[src/rtl/addr_sweep_ctrl.sv]
// addr_sweep_ctrl: walks a rows x cols window of a tensor buffer and streams
// one address per beat over a valid/ready handshake. A start strobe in IDLE
// latches the window, RUN issues the beats, DONE raises a one-cycle pulse.
module addr_sweep_ctrl #(
    parameter int unsigned ADDR_WIDTH = 4,
    parameter int unsigned CNT_WIDTH  = 4
) (
    input  logic                  clk,
    input  logic                  rst_n,
    input  logic                  start,
    input  logic [ADDR_WIDTH-1:0] base_addr,
    input  logic [ADDR_WIDTH-1:0] row_stride,
    input  logic [CNT_WIDTH-1:0]  num_rows,
    input  logic [CNT_WIDTH-1:0]  num_cols,
    output logic                  busy,
    output logic                  done,
    output logic                  addr_valid,
    input  logic                  addr_ready,
    output logic [ADDR_WIDTH-1:0] addr,
    output logic                  last
);

    localparam logic [CNT_WIDTH-1:0] CNT_ONE = {{(CNT_WIDTH-1){1'b0}}, 1'b1};

    typedef enum logic [1:0] {
        S_IDLE = 2'd0,
        S_RUN  = 2'd1,
        S_DONE = 2'd2
    } state_t;

    state_t r_state;
    state_t w_state_nxt;

    // Sweep configuration captured on an accepted start; inputs are ignored
    // afterwards so the upstream FSM may change them freely during RUN.
    logic [ADDR_WIDTH-1:0] r_stride;
    logic [CNT_WIDTH-1:0]  r_rows;
    logic [CNT_WIDTH-1:0]  r_cols;

    // Position within the sweep. r_row_base accumulates the stride so no
    // multiplier is needed; it wraps silently modulo 2**ADDR_WIDTH.
    logic [CNT_WIDTH-1:0]  r_row;
    logic [CNT_WIDTH-1:0]  r_col;
    logic [ADDR_WIDTH-1:0] r_row_base;

    logic w_start_acc;
    logic w_cfg_empty;
    logic w_xfer;
    logic w_col_end;
    logic w_row_end;
    logic w_last_beat;
    logic [ADDR_WIDTH-1:0] w_col_ext;

    assign w_start_acc = (r_state == S_IDLE) && start;
    assign w_cfg_empty = (num_rows == '0) || (num_cols == '0);
    assign w_xfer      = addr_valid && addr_ready;
    assign w_col_end   = (r_col == (r_cols - CNT_ONE));
    assign w_row_end   = (r_row == (r_rows - CNT_ONE));
    assign w_last_beat = w_col_end && w_row_end;
    assign w_col_ext   = ADDR_WIDTH'(r_col);

    // State register; reset aborts any sweep in flight without a done pulse.
    always_ff @(posedge clk or negedge rst_n) begin
        if (!rst_n) begin
            r_state <= S_IDLE;
        end else begin
            r_state <= w_state_nxt;
        end
    end

    // Next-state and outputs; outputs decode from state only so the beat
    // presented never depends on addr_ready (no retraction possible).
    always_comb begin
        w_state_nxt = r_state;
        busy        = 1'b0;
        done        = 1'b0;
        addr_valid  = 1'b0;
        last        = 1'b0;
        addr        = '0;
        case (r_state)
            S_IDLE: begin
                if (start) begin
                    w_state_nxt = w_cfg_empty ? S_DONE : S_RUN;
                end
            end
            S_RUN: begin
                busy       = 1'b1;
                addr_valid = 1'b1;
                addr       = r_row_base + w_col_ext;
                last       = w_last_beat;
                if (addr_ready && w_last_beat) begin
                    w_state_nxt = S_DONE;
                end
            end
            S_DONE: begin
                busy        = 1'b1;
                done        = 1'b1;
                w_state_nxt = S_IDLE;
            end
            default: begin
                w_state_nxt = S_IDLE;
            end
        endcase
    end

    // Configuration capture and row/column walk, advancing one element per
    // accepted beat.
    always_ff @(posedge clk or negedge rst_n) begin
        if (!rst_n) begin
            r_stride   <= '0;
            r_rows     <= '0;
            r_cols     <= '0;
            r_row      <= '0;
            r_col      <= '0;
            r_row_base <= '0;
        end else if (w_start_acc) begin
            r_stride   <= row_stride;
            r_rows     <= num_rows;
            r_cols     <= num_cols;
            r_row      <= '0;
            r_col      <= '0;
            r_row_base <= base_addr;
        end else if (w_xfer) begin
            if (!w_col_end) begin
                r_col <= r_col + CNT_ONE;
            end else begin
                r_col      <= '0;
                r_row      <= r_row + CNT_ONE;
                r_row_base <= r_row_base + r_stride;
            end
        end
    end

endmodule

[config.mk]
export PLATFORM = sky130hd
export DESIGN_NAME = addr_sweep_ctrl
export DESIGN_NICKNAME = d
export VERILOG_FILES = /design/src/rtl/addr_sweep_ctrl.sv
export SDC_FILE = /design/constraint.sdc
export NUM_CORES = 1
export LEC_CHECK = 0
export ABC_AREA = 1
export BUFFER_PORTS_ARGS = -buffer_cell sky130_fd_sc_hd__buf_2
export CORE_AREA = 5 5 54 91
export DETAILED_ROUTE_END_ITERATION = 16
export DIE_AREA = 0 0 59 96
export PLACE_DENSITY = 0.71
export SYNTH_ARGS = -nofsm -noshare
export SYNTH_HDL_FRONTEND = slang
export SYNTH_SLANG_ARGS = --single-unit
export TNS_END_PERCENT = 50
[constraint.sdc]
create_clock -name clk -period 2.24 [get_ports clk]
set_clock_uncertainty 0.05 [all_clocks]
set_input_delay 0.672 -clock clk [delete_from_list [all_inputs] [get_ports clk]]
set_output_delay 0.672 -clock clk [all_outputs]
set_load 0.02 [all_outputs]
-- Word-level counts from Yosys, hierarchy flattened
Cells that the tools add are included.
- bits in registers: 26
- output and inout port bits: 8
- logic and storage cells: 50
- add/sub/neg operators: 6
- eq/ne operators: 6
- muxes and demuxes: 18
- reduce and logical (&&, ||, !) cells: 13
- operator list (kind ; number):
    2-to-1 mux 4 bit ; 10
    adder 4 x 1 -> 4 bit (second input constant) ; 2
    adder 4 bit ; 2
    == test 4 bit ; 2
    logical NOT 4 bit ; 2
    subtractor 4 x 1 -> 4 bit (second input constant) ; 2
    2-to-1 mux 2 bit ; 3
    logical AND 1 bit ; 4
    2-to-1 mux 1 bit ; 4
    inequality test 2 bit (second input constant) ; 2
    one-hot mux 2 bit (2 select lines) ; 1
    AND reduction 2 bit ; 2
    nonzero test 2 bit ; 2
    == test 2 x 1 -> 1 bit (second input constant) ; 1
    == test 2 bit (second input constant) ; 1
    logical NOT 2 bit ; 1
    OR reduction 2 bit ; 1
    logical OR 1 bit ; 1

-- Depth between registers and ports, before layout
- word-level depth: 6
- mapped depth: 13
- mapped depth without buffers: 13

-- Worst setup path before layout
OpenSTA, ideal clock, no wires.
- path type: reg2out
- from: reg r_cols[0]
- to: out last
- arrival: 1454 ps
- required time: 1518 ps
- slack: 64 ps
- stages on the path, launching flop included: 10
- cells stage by stage: dfrtp_1 > inv_2 > ha_1 > nand2_1 > nand2_1 > nor2_2 > nand3_2 > nor2_4 > nand2_1 > nor2_1
- cells in the longest elaborated chain, start to end: 4
- RTL lines (element ; RTL line ; text):
    from (decl) ; 38 ; logic [CNT_WIDTH-1:0] r_cols;
    from (signal assigned) ; 119 ; r_cols <= num_cols;
    subtractor 4 x 1 -> 4 bit ; 57 ; assign w_col_end = (r_col == (r_cols - CNT_ONE));
    == test 4 bit ; 57 ;
    logical AND 1 bit ; 59 ; assign w_last_beat = w_col_end && w_row_end;
    2-to-1 mux 1 bit ; 80 ; case (r_state)
    to (decl) ; 20 ; output logic last
No other way between the ends.

-- Worst setup path after layout
- from: reg r_rows[1]
- to: out last
- cells in the longest elaborated chain, start to end: 4
- RTL lines (element ; RTL line ; text):
    from (decl) ; 37 ; logic [CNT_WIDTH-1:0] r_rows;
    from (signal assigned) ; 118 ; r_rows <= num_rows;
    subtractor 4 x 1 -> 4 bit ; 58 ; assign w_row_end = (r_row == (r_rows - CNT_ONE));
    == test 4 bit ; 58 ;
    logical AND 1 bit ; 59 ;
    2-to-1 mux 1 bit ; 80 ;
No other way between the ends.

==> results by group <==
Setup path
  – Critical Path Start Type: flop
  – Worst R2R Start: r_state[0]
  – Buf+Inv Stages, Crit Path: 3
  – Family with the most delay on the worst path: simple AND/OR/NAND/NOR gates
  – Worst Setup SP: r_rows[1]
  – Endpoint type of the worst setup path: primary output
  – Crit Path Max Fanout: 3
  – WP data required: 1.52 ns
  – CP most frequent cell: nand2_1
  – Highest-delay cell along the critical path: dfrtp_1
  – Crit-path cells: inv_1 > ha_4 > xnor2_1 > inv_1 > nand2_1 > nand2_1 > nor2_2 > nand2_1 > nor2_1 > buf_4
  – WP data arrival: 1.68 ns
  – Critical path class: flop to primary output
  – Max incr delay on CP: 0.37 ns

Synth
  – Synth Instances: 238
  – Synthesized flop and latch total: 26
  – Synth top area share: 0.368
  – Post-synth top area cell: dfrtp_1
  – Synth area leaders: dfrtp_1 (37%), nand2_1 (17%), ha_1 (9.2%), inv_1 (7.4%), o21ai_0 (5.7%)
  – Syn avg cell area: 7.43 um2
  – Ys Warns: 0
  – Post-synth net total: 273
  – Netlist cell types: 23
  – Register area share after synthesis: 0.368
  – Mapped Area: 1770 um2

Routing
  – Total number of vias: 1550
  – Residual DRC: 0
  – Wirelength, routed: 3620 um
  – Pre-antenna DRT Iters: 4
  – ANT nets after route: 0
  – Metal3 WL: 51 um
  – M1 WL: 1370 um
  – WL met2: 2100 um
  – Initial DRC count: 13
  – Avg WL per Cell: 11.2 um
  – DR vias/cell: 4.78
  – Highest routed layer: met4

Power and ir drop
  – Pwr dens: 1350 nW/um2
  – VDD IR max: 716 uV
  – Total Power: 2.86 mW
  – Leakage: 1.19 nW

Placement
  – HPWL Detailed: 2850 um
  – Port bufs: 27
  – Final Wtd Congestion: 0.854
  – Placed cell area: 1990 um2
  – Inst Count DP: 317

Clock network
  – Worst skew pair latency: 0.27 ns
  – H-tree depth: 1
  – Hold-fix buffers, CTS: 0
  – Clock sink total: 26
  – Longest Clk Path Bufs: 2
  – CTS tree: done
  – Root Driver: clkbuf_8
  – Total CTS buffers: 3
  – Clk slew on worst S/H paths: 0.09 ns

Timing
  – Final setup TNS: -0.529 ns
  – Final worst setup slack: -0.159 ns
  – Max-slew headroom: 0.597
  – Final hold vios: 0
  – Max-slew violations: 0
  – Minimum clock period: 2.40 ns
  – Final setup violation count: 4
  – Achievable Freq: 417 MHz
  – Tcrit/Tclk final: 1.07
  – RSZ-0062 raised after global routing: true
  – Tightest Pin Transition: 0.604 ns

Global route
  – Total track usage: 0.145
  – Vias in the first global route: 1598
  – Pin count of the biggest net entering global routing: 27
  – Initial antenna violation count: 0
  – First-pass GRT wire length: 6350 um
  – Grt total ovfl: 0

Layout
  – Core Util, Final: 0.515
  – Layout overhead on the synthesized area: 19.8%
  – Nets: 311
  – Inserted Diodes: 0
  – Commonest non-fill, non-tap cell in the layout: nand2_1
  – Post-route insts no fill: 324
  – Design Area, Final: 2120 um2
  – Most frequent cells in the layout: nand2_1 (82), inv_1 (32), dfrtp_1 (25)
  – Share of cells above drive strength 1: 0.236

Run status
  – Run status: finished with violations
  – Failing checks: negative setup slack

Flow run
  – Max-cap violations: 0

Floorplan
  – IO Pins: 28
  – Initial core utilization: 0.430
  – Die area: 5660 um2
  – Row count: 31
  – DIE WIDTH: 59 um
  – Core Box Area: 4110 um2
  – Die Y: 96 um

Hold path
  – Worst Hold Class: input pin to async pin
==> timing repair <==
item / 4_1_cts / 5_1_grt
gates cloned: 0 / 0
gates resized for setup: 7 / 6
hold endpoints to repair: 0 / 0
endpoints found under the setup margin: 4 / 4
buffers inserted: 3 / 0
pin swaps: 2 / 0
==> final cells by class <==
class,instances,area [um2]
inverter,40,150
clock buffer,4,55.1
sequential,26,652
tap,49,61.3
timing repair buffer,37,221
fill,422,1990
multi-input combinational,168,978
==> Yosys cell counts, drive strengths merged <==
cell    number
dfrtp       26
or2          1
xor2         6
nand4        1
fa           2
nand3       13
nor2        15
inv         40
ha          13
buf          1
nand2       82
xnor2        4
clkbuf       3
a21o         1
o21ai       24
a21oi        6
==> worst register-to-register path: cells and delay by family, from the launching register on <==
kind          cells  cell delay (ns)
buf+inv           2             0.32
flops             1             0.38
fa+ha+maj         1             0.22
simple gates      5             0.58
xor+xnor          1             0.15
==> metrics by stage <==
stage | setup slack (ns) | hold slack, ns
4_1_cts | -0.200 | 0.373
3_3_place_gp | 0.0691 | 0.420
3_5_place_dp | 0.0360 | 0.424
2_1_floorplan | 0.0638 | 0.326
6_report | -0.159 | 0.349
5_1_grt | -0.305 | 0.388
==> layer usage <==
layer / track usage / vias up
met3: 0.0188 / 10
met5: 0 / -
met1: 0.138 / 718
met2: 0.285 / 14
met4: 0.0756 / 0
li1: - / 808
==> cells by family after synthesis <==
| group | Yosys count | share of synthesized area |
|---|---|---|
| flops | 26 | 0.368 |
| simple gates | 112 | 0.275 |
| fa+ha+maj | 15 | 0.115 |
| xor+xnor | 10 | 0.0495 |
| compound gates | 31 | 0.0955 |
| buf+inv | 44 | 0.0977 |
==> path summary, 6_finish.rpt <==
kind                       cells past startpoint     endpoint  slack [ns]
max in group asynchronous                      1     r_col[2]        1.36
min                                            1    r_rows[2]        0.35
max reg2reg                                    9     r_col[3]        0.44
min reg2reg                                    2  r_stride[2]        0.45
max                                           10         last       -0.16
min in group clk                               2  r_stride[2]        0.45
==> state kept, by name (all words and copies together) (netlist names) <==
signal      flops
r_row_base      4
r_col           4
r_row           4
r_state         2
r_stride        4
r_cols          4
r_rows          4
==> power breakdown <==
group | switching (mW) | internal [mW] | leakage, nW
clock network | 0.152 | 0.157 | 0.0288
logic | 1.00 | 0.713 | 0.832
registers | 0.167 | 0.669 | 0.329
total | 1.32 | 1.54 | 1.19
No activity file was read; power rests on OpenSTA's default activity.
